**src/rtl/bk_addsub_pipe.sv**
```systemverilog
// rtl/bk_addsub_pipe.sv - pipelined handshaked Brent-Kung add/subtract unit
//
// Three register stages. S1 holds the conditioned operands, S2 the Brent-Kung
// up-sweep, and the output register holds the down-sweep result and flags.
// The pipeline advances when the output is empty or being taken.
//
// Ports:
//   clk, rst              rising-edge clock, asynchronous active-high reset
//   in_valid / in_ready   input handshake (in_ready = !out_valid || out_ready)
//   in_op1, in_op2        operands A and B (ADDER_SIZE bits)
//   in_sub                0 = A + B + cin, 1 = A - B - cin
//   in_cin                carry-in (add) or borrow-in (sub)
//   out_valid / out_ready output handshake
//   out_res               result modulo 2^ADDER_SIZE
//   out_cout              carry-out (add) or borrow-out (sub)
//   out_ovf               signed two's-complement overflow
//   out_zero              out_res == 0
module bk_addsub_pipe #(
    parameter int ADDER_SIZE = 16
) (
    input  logic                  clk,
    input  logic                  rst,
    input  logic                  in_valid,
    output logic                  in_ready,
    input  logic [ADDER_SIZE-1:0] in_op1,
    input  logic [ADDER_SIZE-1:0] in_op2,
    input  logic                  in_sub,
    input  logic                  in_cin,
    output logic                  out_valid,
    input  logic                  out_ready,
    output logic [ADDER_SIZE-1:0] out_res,
    output logic                  out_cout,
    output logic                  out_ovf,
    output logic                  out_zero
);

    localparam int N = ADDER_SIZE;
    localparam int L = $clog2(N);

    // Up-sweep: node i (i+1 a multiple of 2^l) absorbs the span just below it.
    // Afterwards node 2^k-1 holds the full prefix [2^k-1:0].
    function automatic logic [2*N-1:0] up_sweep(input logic [N-1:0] g_in,
                                                 input logic [N-1:0] p_in);
        logic [N-1:0] g;
        logic [N-1:0] p;
        g = g_in;
        p = p_in;
        for (int l = 1; l <= L; l++) begin
            for (int i = 0; i < N; i++) begin
                if (((i + 1) % (1 << l)) == 0) begin
                    g[i] = g[i] | (p[i] & g[i - (1 << (l - 1))]);
                    p[i] = p[i] & p[i - (1 << (l - 1))];
                end
            end
        end
        return {g, p};
    endfunction

    // Down-sweep: fill the remaining positions top-down from the finished prefixes.
    function automatic logic [N-1:0] down_sweep(input logic [N-1:0] g_in,
                                                input logic [N-1:0] p_in);
        logic [N-1:0] g;
        g = g_in;
        for (int l = L - 1; l >= 1; l--) begin
            for (int i = 0; i < N; i++) begin
                if ((((i + 1) % (1 << l)) == 0) && ((i + (1 << (l - 1))) < N)) begin
                    g[i + (1 << (l - 1))] = g[i + (1 << (l - 1))]
                                          | (p_in[i + (1 << (l - 1))] & g[i]);
                end
            end
        end
        return g;
    endfunction

    logic adv;
    assign adv      = !out_valid || out_ready;
    assign in_ready = adv;

    // Stage S1 inputs: conditioned operand and effective carry-in
    logic [N-1:0] b_cond;
    logic [N-1:0] g_raw;
    logic [N-1:0] p_raw;
    logic         c0;

    assign b_cond = in_sub ? ~in_op2 : in_op2;
    assign c0     = in_sub ? ~in_cin : in_cin;
    assign g_raw  = in_op1 & b_cond;
    assign p_raw  = in_op1 ^ b_cond;

    logic         s1_valid;
    logic [N-1:0] s1_g;
    logic [N-1:0] s1_p;
    logic         s1_c0;
    logic         s1_a_msb;
    logic         s1_b_msb;
    logic         s1_sub;

    logic         s2_valid;
    logic [N-1:0] s2_g;
    logic [N-1:0] s2_pg;
    logic [N-1:0] s2_p;
    logic         s2_c0;
    logic         s2_a_msb;
    logic         s2_b_msb;
    logic         s2_sub;

    logic [N-1:0] up_g;
    logic [N-1:0] up_p;
    assign {up_g, up_p} = up_sweep(s1_g, s1_p);

    // Carry into bit i+1 is prefix G[i]; c0 is already folded into bit 0.
    logic [N-1:0] carries;
    logic [N-1:0] sum;
    logic         c_raw;
    assign carries = down_sweep(s2_g, s2_pg);
    assign sum     = s2_p ^ {carries[N-2:0], s2_c0};
    assign c_raw   = carries[N-1];

    always_ff @(posedge clk or posedge rst) begin
        if (rst) begin
            s1_valid  <= 1'b0;
            s1_g      <= '0;
            s1_p      <= '0;
            s1_c0     <= 1'b0;
            s1_a_msb  <= 1'b0;
            s1_b_msb  <= 1'b0;
            s1_sub    <= 1'b0;
            s2_valid  <= 1'b0;
            s2_g      <= '0;
            s2_pg     <= '0;
            s2_p      <= '0;
            s2_c0     <= 1'b0;
            s2_a_msb  <= 1'b0;
            s2_b_msb  <= 1'b0;
            s2_sub    <= 1'b0;
            out_valid <= 1'b0;
            out_res   <= '0;
            out_cout  <= 1'b0;
            out_ovf   <= 1'b0;
            out_zero  <= 1'b0;
        end else if (adv) begin
            s1_valid <= in_valid;
            if (in_valid) begin
                // Folding c0 into g[0] makes every group generate include the carry-in.
                s1_g     <= {g_raw[N-1:1], g_raw[0] | (p_raw[0] & c0)};
                s1_p     <= p_raw;
                s1_c0    <= c0;
                s1_a_msb <= in_op1[N-1];
                s1_b_msb <= b_cond[N-1];
                s1_sub   <= in_sub;
            end
            s2_valid <= s1_valid;
            if (s1_valid) begin
                s2_g     <= up_g;
                s2_pg    <= up_p;
                s2_p     <= s1_p;
                s2_c0    <= s1_c0;
                s2_a_msb <= s1_a_msb;
                s2_b_msb <= s1_b_msb;
                s2_sub   <= s1_sub;
            end
            out_valid <= s2_valid;
            if (s2_valid) begin
                out_res  <= sum;
                out_cout <= s2_sub ? ~c_raw : c_raw;
                out_ovf  <= (s2_a_msb == s2_b_msb) && (sum[N-1] != s2_a_msb);
                out_zero <= (sum == '0);
            end
        end
    end

endmodule

```
**config.mk**
```make
export PLATFORM = sky130hd
export DESIGN_NAME = bk_addsub_pipe
export DESIGN_NICKNAME = d
export VERILOG_FILES = /design/src/rtl/bk_addsub_pipe.sv
export SDC_FILE = /design/constraint.sdc
export NUM_CORES = 1
export LEC_CHECK = 0
export BUFFER_PORTS_ARGS = -buffer_cell sky130_fd_sc_hd__buf_2
export CORE_MARGIN = 5
export CORE_UTILIZATION = 50
export DETAILED_ROUTE_END_ITERATION = 8
export PLACE_DENSITY = 0.71
export SLEW_MARGIN = 20
export SYNTH_ARGS = -nofsm -noshare
export SYNTH_HDL_FRONTEND = slang
export SYNTH_SLANG_ARGS = --single-unit
```
**constraint.sdc**
```tcl
create_clock -name clk -period 8.4 [get_ports clk]
set_input_delay 1.68 -clock clk [delete_from_list [all_inputs] [get_ports clk]]
set_output_delay 1.68 -clock clk [all_outputs]
set_load 0.02 [all_outputs]
```
# Yosys cells after proc, flatten, opt, wreduce, memory -nomap -nowiden
# Cells that the tools add are included.
[word_totals]
elab_cells = 106
memories = 0
rom_bits = 0
latchBits = 0
output_inout_bits = 21
regBits = 109
ramBits = 0
[op_classes]
bitwise_logic = 74
n_addsub = 0
order_cmp = 0
div = 0
n_reduce_logical = 7
mux = 3
multipliers = 0
eq_ne = 2
n_shift = 0
[ops]
columns = ["operator", "n"]
rows = [
  ["1-bit AND", 41],
  ["16-bit bitwise XOR", 2],
  ["1-bit bitwise OR", 27],
  ["16-bit AND", 1],
  ["16-bit zero test", 1],
  ["16-bit two-way mux", 1],
  ["16-bit NOT", 1],
  ["2-bit AND reduction", 3],
  ["1-bit two-way mux", 2],
  ["1-bit NOT", 2],
  ["1-bit equality test", 1],
  ["1-bit logical AND", 1],
  ["1-bit zero test", 1],
  ["1-bit logical OR", 1],
  ["1-bit != test", 1],
]

# Logic depth before layout (Yosys ltp)
[logic_depth]
word_depth = 9
depth_mapped = 7

# Least setup slack after synthesis
# OpenSTA, ideal clock, no wires.
[synth_path]
kind = "input -> output"
start = "in out_ready"
end = "out in_ready"
path_buffers = 1
path_stages = 2
path_slack_ns = 4.732
arrival_time_ns = 1.988
cell_sequence = "nand2b_2 > buf_6"
[synth_between]
elab_chain_cells = 1
[synth_rtl]
columns = ["element", "line_no", "text"]
rows = [
  ["start, declared", "30", "input logic out_ready,"],
  ["1-bit logical OR", "76", "assign adv = !out_valid || out_ready;"],
  ["end, declared", "24", "output logic in_ready,"],
]
# No other way between the ends.

# Worst setup path in the final report
# Ends and elaborated chain as after synthesis.

==> results.json <==
{
  "status": "completed",
  "synth_edf_count": 0,
  "placed_area_um2": 4760,
  "crit_chain": "buf_2, nand2b_2, buf_2",
  "yosysSeqAreaShare_pct": 55.86,
  "drc": 0,
  "rr_worst_depth": 7,
  "clk_path_buf_depth": 2,
  "drive_gt1_share_pct": 38.54,
  "port_buffers": 58,
  "worstSetupPathType": "in -> out",
  "cts_resized": 0,
  "rsz0062_at_grt": "false",
  "final-setup-viol-count": 0,
  "yosysTopAreaCell": "dfrtp_1",
  "critPathMaxFanout": 11,
  "hold_end": "out_res[3]",
  "crit_path_max_incr_delay_ps": 260,
  "yosysWarnings": 0,
  "nNetsFinal": 454,
  "fin_crit_sh_pct": 46.59,
  "grt_util_all_layers_pct": 15.21,
  "slew_violations": 0,
  "final_cell_mix": "dfrtp_1, mux2_2, buf_2",
  "synth-seq-cells": 98,
  "final_common_cell": "dfrtp_1",
  "r2r_slack_ps": 6110,
  "initial_core_util_pct": 50.84,
  "leakagePower_nw": 2.348,
  "ir_drop_uv": 125.4,
  "fmax_mhz": 255.5,
  "synth_compound_area_share_pct": 5.472,
  "num_rows": 34,
  "synth_top_family_by_area": "multiplexers",
  "synthFlopType": "dfrtp_1",
  "clk_pin_slew_ps": 80,
  "drt_iter0_markers": 105,
  "startpoint_type": "primary input",
  "postCtsHoldBufs": 0,
  "die_h_um": 103.7,
  "max_cap_viol_count": 0,
  "r2r-start": "s2_g[7]",
  "grt_max_degree": 55,
  "synth-xor-area-share_pct": 5.557,
  "cts-root-buf": "clkbuf_8",
  "num_vias": 2641,
  "cts_tree": "done",
  "core_area_um2": 8636,
  "dieWidth_um": 103.7,
  "grt_pass1_vias": 2708,
  "dp_cells": 490,
  "hold_depth": 2,
  "preCtsSetupSlack_ps": 4477,
  "synth_area_per_cell_um2": 13.07,
  "critPathRequiredTime_ps": 6720,
  "clock_latency_ps": 370,
  "place_hpwl_um": 5650,
  "via_per_inst": 5.230,
  "htree_levels": 3,
  "cts_made_buffers": 9,
  "mappedNetlistArea_um2": 4390,
  "grt_pass1_wl_um": 13500,
  "routabilityCongestion": 0.7979,
  "cpMostUsedCell": "buf_2",
  "n_antenna_cell": 0,
  "p_per_area_nw_per_um2": 351.8,
  "hold_path_startpoint": "out_res[3]",
  "cts_setup_buffers": 0,
  "cts.sink_count": 98,
  "synthAdderAreaFrac_pct": 6.555,
  "synthMuxAreaShare_pct": 19.21,
  "routed_wl_um": 7828,
  "worstSetupEndpointType": "output pin",
  "hp-class": "reg -> reg",
  "synthArstFlopShare_pct": 100.0,
  "synth_top_cell_area_share_pct": 55.86,
  "tightest_slew_ps": 1053,
  "fin_area_um2": 4967,
  "fin_skew_ps": 14.91,
  "finalPower_mw": 1.747,
  "synth_fp_nets": 397,
  "postRouteAntennaNets": 0,
  "slew_headroom_pct": 29.63,
  "ys_top_cells_by_area": "dfrtp_1, mux2_2, ha_1, xor2_1, nand2_1",
  "synth-simple-area-share_pct": 5.358,
  "dieArea_um2": 10750,
  "finalNonFillerCells": 505,
  "worst_ep_arrival_time_ps": 2230,
  "totalNegativeSetupSlack_ps": 0,
  "pin_count": 59,
  "r2r-end": "out_zero",
  "drt_first_pass_iters": 4,
  "syn2layout_area_growth_pct": 13.14,
  "antenna_found_initial": 0,
  "crit_slowest_cell": "nand2b_2",
  "synth_cell_types": 31,
  "min_period_ps": 3913,
  "routedWlPerCell_um": 15.50,
  "synth_cells": 336,
  "hold_viol": 0,
  "grt_overflow": 0,
  "setup_slack_ps": 4487
}
[report_power, final]
group	leakage (nW)	switching, mW	internal, mW
Sequential	1.19	0.122	0.664
Clock	0.0984	0.162	0.166
Combinational	1.06	0.333	0.301
Total	2.35	0.617	1.13
[routing by layer]
layer	part of all wire, %	track usage [%]	wire length [um]	up-vias
met2	46	22.04	3562	47
met5	0	0	0	-
met3	4.3	3.047	338	10
met4	1.7	5.828	135	0
li1	-	-	-	1280
met1	48	22.54	3792	1304
[flip-flops by register name, summed over array words and instances (netlist names)]
signal / cells
s1_valid: 1
out_valid: 1
s1_g: 16
out_res: 16
s2_valid: 1
s2_g: 16
s1_c0: 1
s2_a_msb: 1
s2_b_msb: 1
s1_p: 16
s2_sub: 1
out_ovf: 1
s2_c0: 1
s2_p: 9
s1_b_msb: 1
s1_a_msb: 1
out_cout: 1
s2_pg: 11
out_zero: 1
s1_sub: 1
[layout make-up]
type | count | area, um^2
Clock buffer | 10 | 127.6
Clock inverter | 5 | 80.08
Fill cell | 750 | 3669
Inverter | 4 | 16.27
Multi-Input combinational cell | 220 | 1851
Sequential cell | 98 | 2452
Tap cell | 108 | 135.1
Timing Repair Buffer | 60 | 305.3
[through the flow]
| step | hold slack (ps) | utilization, % |
|---|---|---|
| 4_1_cts | 485.3 | 57.52 |
| 2_1_floorplan | 449.3 | - |
| 3_5_place_dp | 466.2 | 55.11 |
| 3_3_place_gp | 458.0 | 55.11 |
| 5_1_grt | 504.0 | 57.52 |
| 6_report | 479.8 | 57.52 |
[cells in the mapped netlist (4+ instances only)]
| cell | number |
|---|---|
| dfrtp_1 | 98 |
| mux2_2 | 74 |
| nand2_1 | 30 |
| ha_1 | 23 |
| xor2_1 | 21 |
| o21ai_0 | 20 |
| nor2_1 | 12 |
| a21oi_1 | 10 |
| buf_2 | 10 |
| xnor2_1 | 5 |
| a21o_1 | 4 |
| inv_1 | 4 |
[how the worst max path moves through the flow]
stage,start,endpoint,cells after the start
2_1_floorplan,rst,out_cout,1
3_3_place_gp,out_ready,in_ready,3
3_5_place_dp,out_ready,in_ready,3
4_1_cts,out_ready,in_ready,3
5_1_grt,out_ready,in_ready,3
6_report,out_ready,in_ready,3
[worst max-delay path, delay by kind of cell]
kind / cells / cell delay (ps)
buffers and inverters: 2 / 290
and+or+nand+nor: 1 / 260
[cell families (layout without fill, tap and decap cells)]
family / after synthesis / in the layout
DFF: 98 / 98
muxes: 75 / 75
and+or+nand+nor: 53 / 53
AOI/OAI and AO/OA: 42 / 42
xor gates and xnor gates: 27 / 27
adders and majority gates: 23 / 23
buffers and inverters: 18 / 79
Note: power is estimated with default switching activity, not from simulation.
